$ cat src/rtl/uart_serial_port.sv
// 8051 serial port (SCON/SBUF engine): full-duplex UART timed by Timer 1 overflow ticks.
// Define UART_9BIT_EN to build the SM0-selected 9-bit frame (TB8 transmitted, bit 9 -> rb8).
module uart_serial_port #(
    parameter int OVS     = 16,
    parameter int SYNC_FF = 2
) (
    input  logic       clk,
    input  logic       reset,
    input  logic [7:0] scon,
    input  logic       smod,
    input  logic       t1_ovf,
    input  logic       sbuf_wr,
    input  logic [7:0] sbuf_wdata,
    input  logic       rxd,
    output logic       txd,
    output logic [7:0] rx_data,
    output logic       rb8,
    output logic       ti_set,
    output logic       ri_set,
    output logic       tx_busy
);
    localparam int CW = $clog2(OVS);
    localparam logic [CW-1:0] CNT_LAST = CW'(OVS - 1);
    localparam logic [CW-1:0] SMP_A    = CW'(7);
    localparam logic [CW-1:0] SMP_B    = CW'(8);
    localparam logic [CW-1:0] SMP_C    = CW'(9);

    typedef enum logic [2:0] {T_IDLE, T_WAIT, T_START, T_DATA, T_BIT9, T_STOP} tx_state_e;
    typedef enum logic [2:0] {R_IDLE, R_START, R_DATA, R_BIT9, R_STOP} rx_state_e;

    logic               presc_q, presc_d, tick;
    tx_state_e          tx_state_q, tx_state_d;
    logic [7:0]         tx_shift_q, tx_shift_d;
    logic [2:0]         tx_bit_q, tx_bit_d;
    logic [CW-1:0]      tx_cnt_q, tx_cnt_d;
    logic               txd_q, txd_d, ti_set_q, ti_set_d;
    rx_state_e          rx_state_q, rx_state_d;
    logic [SYNC_FF-1:0] rx_sync_q, rx_sync_d;
    logic               rx_prev_q, rxd_s, vote, rx_b8;
    logic [CW-1:0]      rx_cnt_q, rx_cnt_d;
    logic [1:0]         rx_smp_q, rx_smp_d;
    logic [2:0]         rx_bit_q, rx_bit_d;
    logic [7:0]         rx_shift_q, rx_shift_d, rx_data_q, rx_data_d;
    logic               rb8_q, rb8_d, ri_set_q, ri_set_d;
    logic               unused_scon;

`ifdef UART_9BIT_EN
    logic tx_nine_q, tx_nine_d, tx_b9_q, tx_b9_d;
    logic rx_nine_q, rx_nine_d, rx_b9_q, rx_b9_d;
    assign unused_scon = ^{scon[6], scon[2:1]};
    assign rx_b8       = rx_nine_q ? rx_b9_q : vote;
`else
    assign unused_scon = ^{scon[7:6], scon[3:1]};
    assign rx_b8       = vote;
`endif

    // smod=0 halves the tick rate by only passing every second overflow
    assign presc_d   = t1_ovf ? ~presc_q : presc_q;
    assign tick      = t1_ovf & (smod | presc_q);
    assign rx_sync_d = {rx_sync_q[SYNC_FF-2:0], rxd};
    assign rxd_s     = rx_sync_q[SYNC_FF-1];
    assign vote      = (rx_smp_q[1] & rx_smp_q[0]) | (rx_smp_q[1] & rxd_s) | (rx_smp_q[0] & rxd_s);

    always_ff @(posedge clk) begin
        if (!reset) begin
            presc_q    <= 1'b0;
            tx_state_q <= T_IDLE;
            tx_shift_q <= '0;
            tx_bit_q   <= '0;
            tx_cnt_q   <= '0;
            txd_q      <= 1'b1;
            ti_set_q   <= 1'b0;
            rx_state_q <= R_IDLE;
            rx_sync_q  <= '1;
            rx_prev_q  <= 1'b1;
            rx_cnt_q   <= '0;
            rx_smp_q   <= '0;
            rx_bit_q   <= '0;
            rx_shift_q <= '0;
            rx_data_q  <= '0;
            rb8_q      <= 1'b0;
            ri_set_q   <= 1'b0;
`ifdef UART_9BIT_EN
            tx_nine_q  <= 1'b0;
            tx_b9_q    <= 1'b0;
            rx_nine_q  <= 1'b0;
            rx_b9_q    <= 1'b0;
`endif
        end else begin
            presc_q    <= presc_d;
            tx_state_q <= tx_state_d;
            tx_shift_q <= tx_shift_d;
            tx_bit_q   <= tx_bit_d;
            tx_cnt_q   <= tx_cnt_d;
            txd_q      <= txd_d;
            ti_set_q   <= ti_set_d;
            rx_state_q <= rx_state_d;
            rx_sync_q  <= rx_sync_d;
            rx_prev_q  <= rxd_s;
            rx_cnt_q   <= rx_cnt_d;
            rx_smp_q   <= rx_smp_d;
            rx_bit_q   <= rx_bit_d;
            rx_shift_q <= rx_shift_d;
            rx_data_q  <= rx_data_d;
            rb8_q      <= rb8_d;
            ri_set_q   <= ri_set_d;
`ifdef UART_9BIT_EN
            tx_nine_q  <= tx_nine_d;
            tx_b9_q    <= tx_b9_d;
            rx_nine_q  <= rx_nine_d;
            rx_b9_q    <= rx_b9_d;
`endif
        end
    end

    // TX: WAIT holds a loaded byte until the next tick so a tick coincident with the load is not used
    always_comb begin
        tx_state_d = tx_state_q;
        tx_shift_d = tx_shift_q;
        tx_bit_d   = tx_bit_q;
        tx_cnt_d   = tx_cnt_q;
        txd_d      = txd_q;
        ti_set_d   = 1'b0;
`ifdef UART_9BIT_EN
        tx_nine_d  = tx_nine_q;
        tx_b9_d    = tx_b9_q;
`endif
        case (tx_state_q)
            T_IDLE: if (sbuf_wr) begin
                tx_shift_d = sbuf_wdata;
                tx_state_d = T_WAIT;
`ifdef UART_9BIT_EN
                tx_nine_d  = scon[7];
                tx_b9_d    = scon[3];
`endif
            end
            T_WAIT: if (tick) begin
                tx_state_d = T_START;
                txd_d      = 1'b0;
                tx_cnt_d   = CNT_LAST;
            end
            default: if (tick) begin
                if (tx_cnt_q != '0) begin
                    tx_cnt_d = tx_cnt_q - CW'(1);
                end else begin
                    tx_cnt_d = CNT_LAST;
                    case (tx_state_q)
                        T_START: begin
                            tx_state_d = T_DATA;
                            tx_bit_d   = '0;
                            txd_d      = tx_shift_q[0];
                        end
                        T_DATA: begin
                            tx_shift_d = {1'b0, tx_shift_q[7:1]};
                            tx_bit_d   = tx_bit_q + 3'd1;
                            txd_d      = tx_shift_q[1];
                            if (tx_bit_q == 3'd7) begin
                                tx_state_d = T_STOP;
                                txd_d      = 1'b1;
                                ti_set_d   = 1'b1;
`ifdef UART_9BIT_EN
                                if (tx_nine_q) begin
                                    tx_state_d = T_BIT9;
                                    txd_d      = tx_b9_q;
                                    ti_set_d   = 1'b0;
                                end
`endif
                            end
                        end
`ifdef UART_9BIT_EN
                        T_BIT9: begin
                            tx_state_d = T_STOP;
                            txd_d      = 1'b1;
                            ti_set_d   = 1'b1;
                        end
`endif
                        default: tx_state_d = T_IDLE;
                    endcase
                end
            end
        endcase
    end

    // RX: each bit is resolved at sample 9; the stop bit decides acceptance and ends the frame there
    always_comb begin
        rx_state_d = rx_state_q;
        rx_cnt_d   = rx_cnt_q;
        rx_smp_d   = rx_smp_q;
        rx_bit_d   = rx_bit_q;
        rx_shift_d = rx_shift_q;
        rx_data_d  = rx_data_q;
        rb8_d      = rb8_q;
        ri_set_d   = 1'b0;
`ifdef UART_9BIT_EN
        rx_nine_d  = rx_nine_q;
        rx_b9_d    = rx_b9_q;
`endif
        if (rx_state_q == R_IDLE) begin
            if (scon[4] && rx_prev_q && !rxd_s) begin
                rx_state_d = R_START;
                rx_cnt_d   = '0;
                rx_bit_d   = '0;
            end
        end else if (tick) begin
            rx_cnt_d = (rx_cnt_q == CNT_LAST) ? '0 : rx_cnt_q + CW'(1);
            if (rx_cnt_q == SMP_A) rx_smp_d[1] = rxd_s;
            if (rx_cnt_q == SMP_B) rx_smp_d[0] = rxd_s;
            if (rx_cnt_q == SMP_C) begin
                case (rx_state_q)
                    R_START: if (vote) rx_state_d = R_IDLE;
                    R_DATA:  rx_shift_d = {vote, rx_shift_q[7:1]};
`ifdef UART_9BIT_EN
                    R_BIT9:  rx_b9_d = vote;
`endif
                    R_STOP: begin
                        rx_state_d = R_IDLE;
                        if (!scon[0] && (!scon[5] || rx_b8)) begin
                            rx_data_d = rx_shift_q;
                            rb8_d     = rx_b8;
                            ri_set_d  = 1'b1;
                        end
                    end
                    default: ;
                endcase
            end
            if (rx_cnt_q == CNT_LAST) begin
                case (rx_state_q)
                    R_START: begin
                        rx_state_d = R_DATA;
                        rx_bit_d   = '0;
                    end
                    R_DATA: begin
                        rx_bit_d = rx_bit_q + 3'd1;
                        if (rx_bit_q == 3'd7) begin
                            rx_state_d = R_STOP;
`ifdef UART_9BIT_EN
                            rx_nine_d = scon[7];
                            if (scon[7]) rx_state_d = R_BIT9;
`endif
                        end
                    end
`ifdef UART_9BIT_EN
                    R_BIT9: rx_state_d = R_STOP;
`endif
                    default: ;
                endcase
            end
        end
    end

    always_comb begin
        tx_busy = (tx_state_q != T_IDLE);
        txd     = txd_q;
        ti_set  = ti_set_q;
        ri_set  = ri_set_q;
        rx_data = rx_data_q;
        rb8     = rb8_q;
    end
endmodule

$ cat config.mk
export PLATFORM = sky130hd
export DESIGN_NAME = uart_serial_port
export DESIGN_NICKNAME = d
export VERILOG_FILES = /design/src/rtl/uart_serial_port.sv
export SDC_FILE = /design/constraint.sdc
export NUM_CORES = 1
export LEC_CHECK = 0
export CORE_MARGIN = 1
export CORE_UTILIZATION = 54
export DETAILED_ROUTE_END_ITERATION = 16
export GPL_TIMING_DRIVEN = 0
export PLACE_DENSITY = 0.81
export SLEW_MARGIN = 20
export SYNTH_ARGS = -nofsm -noshare
export SYNTH_HDL_FRONTEND = slang
export SYNTH_SLANG_ARGS = --single-unit
$ cat constraint.sdc
create_clock -name clk -period 2.63 [get_ports clk]
set_input_delay 0.526 -clock clk [delete_from_list [all_inputs] [get_ports clk]]
set_output_delay 0.526 -clock clk [all_outputs]
set_load 0.005 [all_outputs]
==> results.md, run 1 <==
Clock tree:
- Buffers added to address setup during post-CTS repair amount to 0.
- The count of instances resized after the clock tree is built is 0.
- The insertion delay of the later-clocked pin in the worst-skew pair is between 300 and 400 ps.
- Clock tree synthesis selected as its root buffer the cell sky130_fd_sc_hd__clkbuf_8.
- The deepest level of the CTS H-tree is 2.
- The tree built by TritonCTS fans out to 54 sinks.
- The deepest clock path buffer count is 2.
- The cts-stage hold buffer count is 0.
- TritonCTS built the clock tree.
- The clock slew seen by the registers of the worst setup and hold paths is 90 ps.
- The clock buffer count from CTS is 5.

Timing:
- The number of pins exceeding their max-slew limit in the final report came to 0.
- The slew at the pin with the worst max-slew slack is around 540 ps.
- Setup repair after global routing left no endpoint under its margin.
- The highest achievable clock rate is 426 MHz.
- In the finished design, the share of the clock period the worst path needs comes to 0.893.
- Setup total negative slack on the finished layout was measured at 0 ps.
- The setup slack after layout is ~280 ps.
- The clock period minus final worst setup slack is around 2300 ps.
- The clock tree skew after final layout is roughly 4.3 ps.
- The final setup violation count is 0.
- The final count of hold timing violations is 0.
- In this run the tightest slew margin relative to its limit is 0.629.

Setup path:
- The type of the worst setup path is reg -> out.
- The nature of the critical path endpoint is an output pin.
- The startpoint class of the critical path is a register.
- Of all nets on the critical path, the largest fanout is 10.
- The required arrival time at the worst endpoint is between 2000 and 2500 ps.
- STA puts the critical path data arrival time at between 1500 and 2000 ps.

Placed design:
- The placement-stage worst setup slack is ~86 ps.
- At the end of routability-driven placement, the weighted congestion stood at between 0.8 and 0.9.
- The half-perimeter wire length after placement is between 3000 and 4000 um.
- The count of buffers added on input and output ports is 29.

Layout:
- At the end of the flow the core is filled with cells to 0.672.
- In the final layout, the share of cells above drive strength 1 is 0.0767.
- The post-layout net count is ~340.
- The final antenna diode count is 0.
- The growth of design area from synthesis to finish is 17.2%.

Routing:
- The final antenna-violating net count is 0.
- In the routed design, unresolved DRC markers number 0.
- The detailed router placed between 2000 and 2500 vias in this run.
- Dividing the detail-routed via count by the number of cells gives roughly 5.6.
- The routed wire length is around 5100 um.
- The detailed router's first-iteration violation count is 254.
- The total iterations of the first detailed-routing run is 4.
- Dividing the detail-routed wire length by the instance count gives roughly 14 um.

Power and ir drop:
- The worst-case IR drop observed on VDD is between 0.0003 and 0.0004 V.
- The power per cell area is 553 nW/um2.
- For this design the static power due to leakage is 1.08 nW.

Yosys:
- The cell area that synthesis handed to floorplanning was ~2500 um2.
- The share of synthesized area in the top cell type comes to 0.424.
- The number of synthesis warnings is 0.
- Synthesis inferred 54 register bits.
- The count of mapped cells out of synthesis is ~280.
- The sequential element share of the synthesized area is 0.424.
- Dividing the synthesized area by the synthesized cell count gives between 9 and 10 um2.
- The most frequently used flop master after synthesis is sky130_fd_sc_hd__dfxtp_1.
- After synthesis, the netlist uses between 40 and 50 different library cells.
- Yosys attributes the largest share of cell area to sky130_fd_sc_hd__dfxtp_1 42%, sky130_fd_sc_hd__mux2i_1 12%, sky130_fd_sc_hd__nand2_1 4.1%.
- For this run, asynchronously set or reset flops after synthesis account for 0.
- The number of enable flip-flop cells after synthesis is 0.
- Of all cell types, the one taking the most synthesized area is sky130_fd_sc_hd__dfxtp_1.
- Counting every net in the synthesized netlist gives approximately 310.

GRT:
- For this run the aggregate overflow at the end of global routing stands at 0.
- The number of global-route vias before repair is approximately 1900.
- The global-route wire length before repair is 8680 um.
- The maximum number of pins on one net before global-route repair is 17.
- The number of antenna violations at the first check in global routing was 0.
- For this run, the total global-route usage over all layers was measured as 0.217.

Die:
- The number of standard-cell rows in the floorplan is 24.
- The initial utilization of the core area, before any placement, comes to 0.573.
- The core region is around 4400 um2.
- The die footprint is 5000 um2.
- The die outline width is ~71 um.
- The overall die height is between 70 and 80 um.
- The I/O pin total is 35.

Job:
- The number of maximum-capacitance violations is 0.

Status:
- The run finished with clean final reports.

Min path:
- The worst hold path belongs to the class reg -> reg.
==> cell type report <==
type / count / area, um2
tap: 52 / 65.1
clock buffer: 5 / 68.8
sequential: 54 / 1080
clock inverter: 2 / 15.0
multi-input combinational: 196 / 1360
inverter: 10 / 37.5
buffer: 17 / 73.8
fill: 357 / 1460
timing repair buffer: 29 / 290
==> synth_stat cells (2+ instances only) <==
master,instances
sky130_fd_sc_hd__a211oi_1,10
sky130_fd_sc_hd__a21oi_1,11
sky130_fd_sc_hd__a31o_2,2
sky130_fd_sc_hd__and2_1,2
sky130_fd_sc_hd__and3b_1,2
sky130_fd_sc_hd__buf_2,5
sky130_fd_sc_hd__clkbuf_1,11
sky130_fd_sc_hd__dfxtp_1,54
sky130_fd_sc_hd__ha_1,8
sky130_fd_sc_hd__inv_1,10
sky130_fd_sc_hd__mux2i_1,31
sky130_fd_sc_hd__nand2_1,28
sky130_fd_sc_hd__nand2b_1,8
sky130_fd_sc_hd__nand3_1,7
sky130_fd_sc_hd__nand3b_1,4
sky130_fd_sc_hd__nand4_1,3
sky130_fd_sc_hd__nand4b_1,2
sky130_fd_sc_hd__nor2_1,28
sky130_fd_sc_hd__nor3_1,4
sky130_fd_sc_hd__nor3b_1,2
sky130_fd_sc_hd__nor4_1,3
sky130_fd_sc_hd__nor4b_1,4
sky130_fd_sc_hd__o21ai_0,9
sky130_fd_sc_hd__o31ai_1,2
sky130_fd_sc_hd__or3b_2,2
sky130_fd_sc_hd__xnor2_1,2
==> state kept, by name, summed over array words and instances (netlist names) <==
register    count
presc_q         1
rx_shift_q      8
txd             1
rx_data         8
rx_cnt_q        4
ti_set          1
tx_cnt_q        4
ri_set          1
rx_sync_q       2
tx_shift_q      8
rx_prev_q       1
tx_state_q      3
rx_bit_q        3
tx_bit_q        3
rx_state_q      3
rx_smp_q        2
rb8             1
==> layout by cell type (no fill, tap or decap), types with 2 or more instances in the layout <==
cell type,instances
sky130_fd_sc_hd__a211oi_1,10
sky130_fd_sc_hd__nor3_1,4
sky130_fd_sc_hd__o21ai_0,9
sky130_fd_sc_hd__nand4b_1,2
sky130_fd_sc_hd__clkinvlp_4,2
sky130_fd_sc_hd__and3b_1,2
sky130_fd_sc_hd__clkbuf_1,11
sky130_fd_sc_hd__nand2_1,28
sky130_fd_sc_hd__or3b_2,2
sky130_fd_sc_hd__buf_2,5
sky130_fd_sc_hd__nand3b_1,4
sky130_fd_sc_hd__mux2i_1,31
sky130_fd_sc_hd__ha_1,8
sky130_fd_sc_hd__nor3b_1,2
sky130_fd_sc_hd__nor4b_1,4
sky130_fd_sc_hd__nor4_1,3
sky130_fd_sc_hd__o31ai_1,2
sky130_fd_sc_hd__nand2b_1,8
sky130_fd_sc_hd__nor2_1,28
sky130_fd_sc_hd__a21oi_1,11
sky130_fd_sc_hd__nand3_1,7
sky130_fd_sc_hd__nand4_1,3
sky130_fd_sc_hd__and2_1,2
sky130_fd_sc_hd__clkdlybuf4s50_1,29
sky130_fd_sc_hd__xnor2_1,2
sky130_fd_sc_hd__dfxtp_1,54
sky130_fd_sc_hd__inv_1,10
sky130_fd_sc_hd__clkbuf_8,5
sky130_fd_sc_hd__a31o_2,2
==> worst max-delay path: stages, from the launching register on <==
cell and delay (ps):
sky130_fd_sc_hd__dfxtp_1 340, sky130_fd_sc_hd__clkbuf_1 300, sky130_fd_sc_hd__nor3_1 80, sky130_fd_sc_hd__buf_2 220, sky130_fd_sc_hd__inv_1 80, sky130_fd_sc_hd__clkdlybuf4s50_1 490
==> worst paths after layout <==
check / from / end / slack (ps) / depth (start not counted)
max: tx_state_q[2] / tx_busy / 280 / 5
min: rx_sync_q[0] / rx_sync_q[1] / 420 / 1
max reg2reg: rx_cnt_q[0] / rx_data[2] / 550 / 5
min reg2reg: rx_sync_q[0] / rx_sync_q[1] / 420 / 1
==> layer usage <==
metal	GRT usage	routed length [um]	share of wire	vias to the layer above
met5	0	0	0	-
met4	0.0800	74	0.015	0
met3	0.0370	168	0.033	6
met2	0.325	2260	0.45	34
met1	0.314	2550	0.51	933
li1	-	-	-	1053
==> report_power, final <==
group          internal [mW]  switching (mW)  leakage, nW  total [mW]
logic                  0.143           0.172        0.610       0.315
registers              0.859          0.0255        0.438       0.885
clock network          0.182           0.268       0.0362       0.451
total                   1.18           0.465         1.08        1.65
==> through the flow <==
step                      area (um2)  power, mW  cells  hold slack, ps
after global routing            2990       1.73    365             436
after CTS                       2990       1.66    365             426
after floorplan                 2550       1.12    277             386
after detailed placement        2900       1.21    358             401
after global placement          2900       1.21    358             390
final                           2990       1.65    365             420
==> kinds of logic after synthesis <==
kind of cell	after synthesis	share of synthesized area
buffers and inverters	27	0.0437
muxes	31	0.122
DFF	54	0.424
and+or+nand+nor	107	0.230
adders and majority gates	9	0.0432
xor gates and xnor gates	2	0.00688
AOI/OAI and AO/OA	47	0.130
Note: power is estimated with default switching activity, not from simulation.
==> inputs of run 2 (changes only) <==
TNS_END_PERCENT = 50   (was unset)
==> results of run 2 <==
The final DEF is identical to that of run 1; final timing and power are the same.
==> inputs of run 3 (changes only) <==
CORE_UTILIZATION = 56   (was 54)
CTS_BUF_LIST = sky130_fd_sc_hd__clkbuf_8   (was unset)
PLACE_DENSITY = 0.83   (was 0.81)
==> results.md, run 3 (synthesis gave the netlist of run 1 again) <==
Layout:
- The growth of design area from synthesis to finish is 17.4%.
- The top cell types in the final layout, fill and taps aside, are 54 x sky130_fd_sc_hd__dfxtp_1, 31 x sky130_fd_sc_hd__mux2i_1, 29 x sky130_fd_sc_hd__clkdlybuf4s50_1.
- Leaving out fill and tap cells, the most frequent cell in the layout is sky130_fd_sc_hd__dfxtp_1.
- The post-layout net count is 343.
- The ratio of cells with drive above 1 in the final layout is 0.0764.
- The repair_antennas step left the layout with diodes totalling 0.

Timing:
- The final count of hold timing violations came to 0.
- Counting I/O delays and the setup requirement, the final critical path takes roughly 2400 ps.
- The headroom to the max-slew limit is 0.632.
- Setup repair after global routing left no endpoint under its margin.
- The number of pins exceeding their max-slew limit in the final report is 0.
- The share of the clock period used by the worst path is 0.895.
- The slew at the pin with the worst max-slew slack is 546 ps.
- The highest achievable clock rate is approximately 420 MHz.
- The clock arrives with 7.00 ps of skew.
- The final setup violation count is 0.
- The sum of negative setup slack is 0 ps.

Placed design:
- The count of input and output buffers is 29.
- At the end of routability-driven placement, the weighted congestion stood at around 0.84.
- Summed over all nets, the half-perimeter wirelength after detailed placement is 3690 um.

Min path:
- The endpoint of the worst hold-timing path is rx_sync_q[1].
- In this run the worst hold path is classified as reg -> reg.
- The source of the worst hold timing path is rx_sync_q[0].
- Along the worst hold path, the cell count comes to 1.

Setup path:
- The endpoint arrival time on the critical path is between 1500 and 2000 ps.
- The signal on the critical path passes through clkbuf_1 -> nor3_1 -> buf_2 -> inv_1 -> clkdlybuf4s50_1.
- The buffer and inverter count on the worst path is 4.
- The longest individual stage delay on the worst path is 490 ps.
- The required arrival time at the worst endpoint is between 2000 and 2500 ps.
- The family with the most delay on the worst path is buffers and inverters.
- The worst-case reg-to-reg path depth is 5.
- The worst setup path is launched from a register.
- Along the worst path, the maximum fanout reaches 10.
- In this run the critical register-to-register path is captured at rx_data[1].
- Across all register-to-register paths, the minimum setup slack is roughly 560 ps.
- STA classifies the critical path endpoint as an output pin.
- The type of the worst setup path is reg -> out.
- The slowest stage cell on the critical path is sky130_fd_sc_hd__clkdlybuf4s50_1.
- The startpoint identified for the worst register-to-register timing path is rx_cnt_q[0].

Status:
- The run finished with clean final reports.

Clock tree:
- The deepest clock path buffer count is 2.
- The clock buffer count from CTS is 5.
- The clock slew seen by the registers of the worst setup and hold paths is ~100 ps.
- The number of sinks driven by the clock tree is 54.
- The root cell of the clock tree is sky130_fd_sc_hd__clkbuf_8.
- The count of instances resized after the clock tree is built is 0.
- The insertion delay of the later-clocked pin in the worst-skew pair is 310 ps.
- TritonCTS built the clock tree.
- The deepest level of the CTS H-tree is 2.
- The cts-stage hold buffer count is 0.
- The total setup buffers inserted after CTS is 0.

Power and ir drop:
- The power per cell area is 555 nW/um2.
- The sequential share of power is 0.533.
- Overall power consumption after layout is estimated at ~1.7 mW.
- The share of power burned in the clock network is 0.279.
- The peak supply drop is roughly 0.00038 V.
- The switching power summed over all nets is 0.469 mW.
- The cell internal power dissipation is approximately 1.2 mW.
- The combinational cell fraction of total power is 0.188.
- The leakage power is approximately 1.1 nW.
- The share of total power consumed by net switching is 0.283.

GRT:
- The first global-routing pass estimated 8850 um of wire.
- The number of antenna violations at the first check in global routing is 0.
- The maximum number of pins on one net before global-route repair is 18.
- The total routing usage reported by global routing is 0.228.
- The number of global-route vias before repair is about 1900.
- The leftover overflow at the end of global routing is 0.

Die:
- The overall die height is ~69 um.
- The I/O pin total is 35.
- The core region is 4350 um2.
- The die outline width is ~69 um.
- The initial core utilization is 0.585.
- The number of standard-cell rows in the floorplan is 24.
- The die covers between 4000 and 5000 um2.

Routing:
- Once detail routing completed, the nets flagged for antenna violations numbered 0.
- The average via count per standard cell is 5.69.
- The first detailed-routing pass took 4 iterations.
- For this block, the routed nets add up to between 5000 and 6000 um of wire.
- Dividing the detail-routed wire length by the instance count gives 14.0 um.
- The count of unresolved DRC violations after routing is 0.
- The total via count in the routed design is 2083.
- For this block, the initial DRC count from the detailed router was ~180.

Job:
- The number of maximum-capacitance violations is 0.
run 3: cell types whose count changed in the layout (fill, tap and decap cells not counted), sizes merged:
cell	previous run	this run
clkinvlp	2	1
inv	10	12
run 3: worst max path at each step:
stage | cells past startpoint | startpoint | slack [ps] | to
detailed placement | 6 | smod | 40 | rx_bit_q[2]
finish | 5 | tx_state_q[2] | 280 | tx_busy
global placement | 6 | smod | 100 | ti_set
CTS | 5 | tx_state_q[0] | 290 | tx_busy
global route | 5 | tx_state_q[0] | 120 | tx_busy
floorplan | 5 | rx_cnt_q[0] | 780 | rx_data[0]
run 3: metal layers:
layer / routed length, um / share of wire / track usage / up-vias
met5: 0 / 0 / 0 / -
met4: 51 / 0.010 / 0.0680 / 0
met3: 283 / 0.055 / 0.0567 / 6
met2: 2310 / 0.45 / 0.356 / 60
met1: 2470 / 0.48 / 0.311 / 962
li1: - / - / - / 1055
run 3: through the flow:
step                worst slack [ps]  cell area, um2  utilization  std cells  hold WS [ps]
detailed placement              35.4            2900        0.667        358           420
CTS                              285            2990        0.687        366           445
finish                           277            2990        0.687        366           435
floorplan                        781            2550            -        277           386
global route                     116            2990        0.687        366           458
global placement                 100            2900        0.667        358           390
run 3: worst reg2reg max path, cell delays in order (launching register included):
cell,delay (ps)
sky130_fd_sc_hd__dfxtp_1,470
sky130_fd_sc_hd__ha_1,260
sky130_fd_sc_hd__nand4bb_4,140
sky130_fd_sc_hd__or4_4,570
sky130_fd_sc_hd__a21oi_4,340
sky130_fd_sc_hd__mux2i_1,230
run 3: area by class of cell:
| type | count | area [um2] |
|---|---|---|
| buffer | 17 | 73.8 |
| inverter | 10 | 37.5 |
| fill | 343 | 1360 |
| tap | 52 | 65.1 |
| timing repair buffer | 29 | 290 |
| multi-input combinational | 196 | 1360 |
| clock buffer | 5 | 68.8 |
| clock inverter | 3 | 20.0 |
| sequential | 54 | 1080 |
run 3: power by group through the flow:
stage	clock network, mW	registers [mW]	logic [mW]
3_5_place_dp	0	0.904	0.309
3_3_place_gp	0	0.903	0.306
4_1_cts	0.476	0.885	0.312
6_report	0.463	0.885	0.312
2_1_floorplan	0	0.898	0.225
5_1_grt	0.511	0.893	0.353
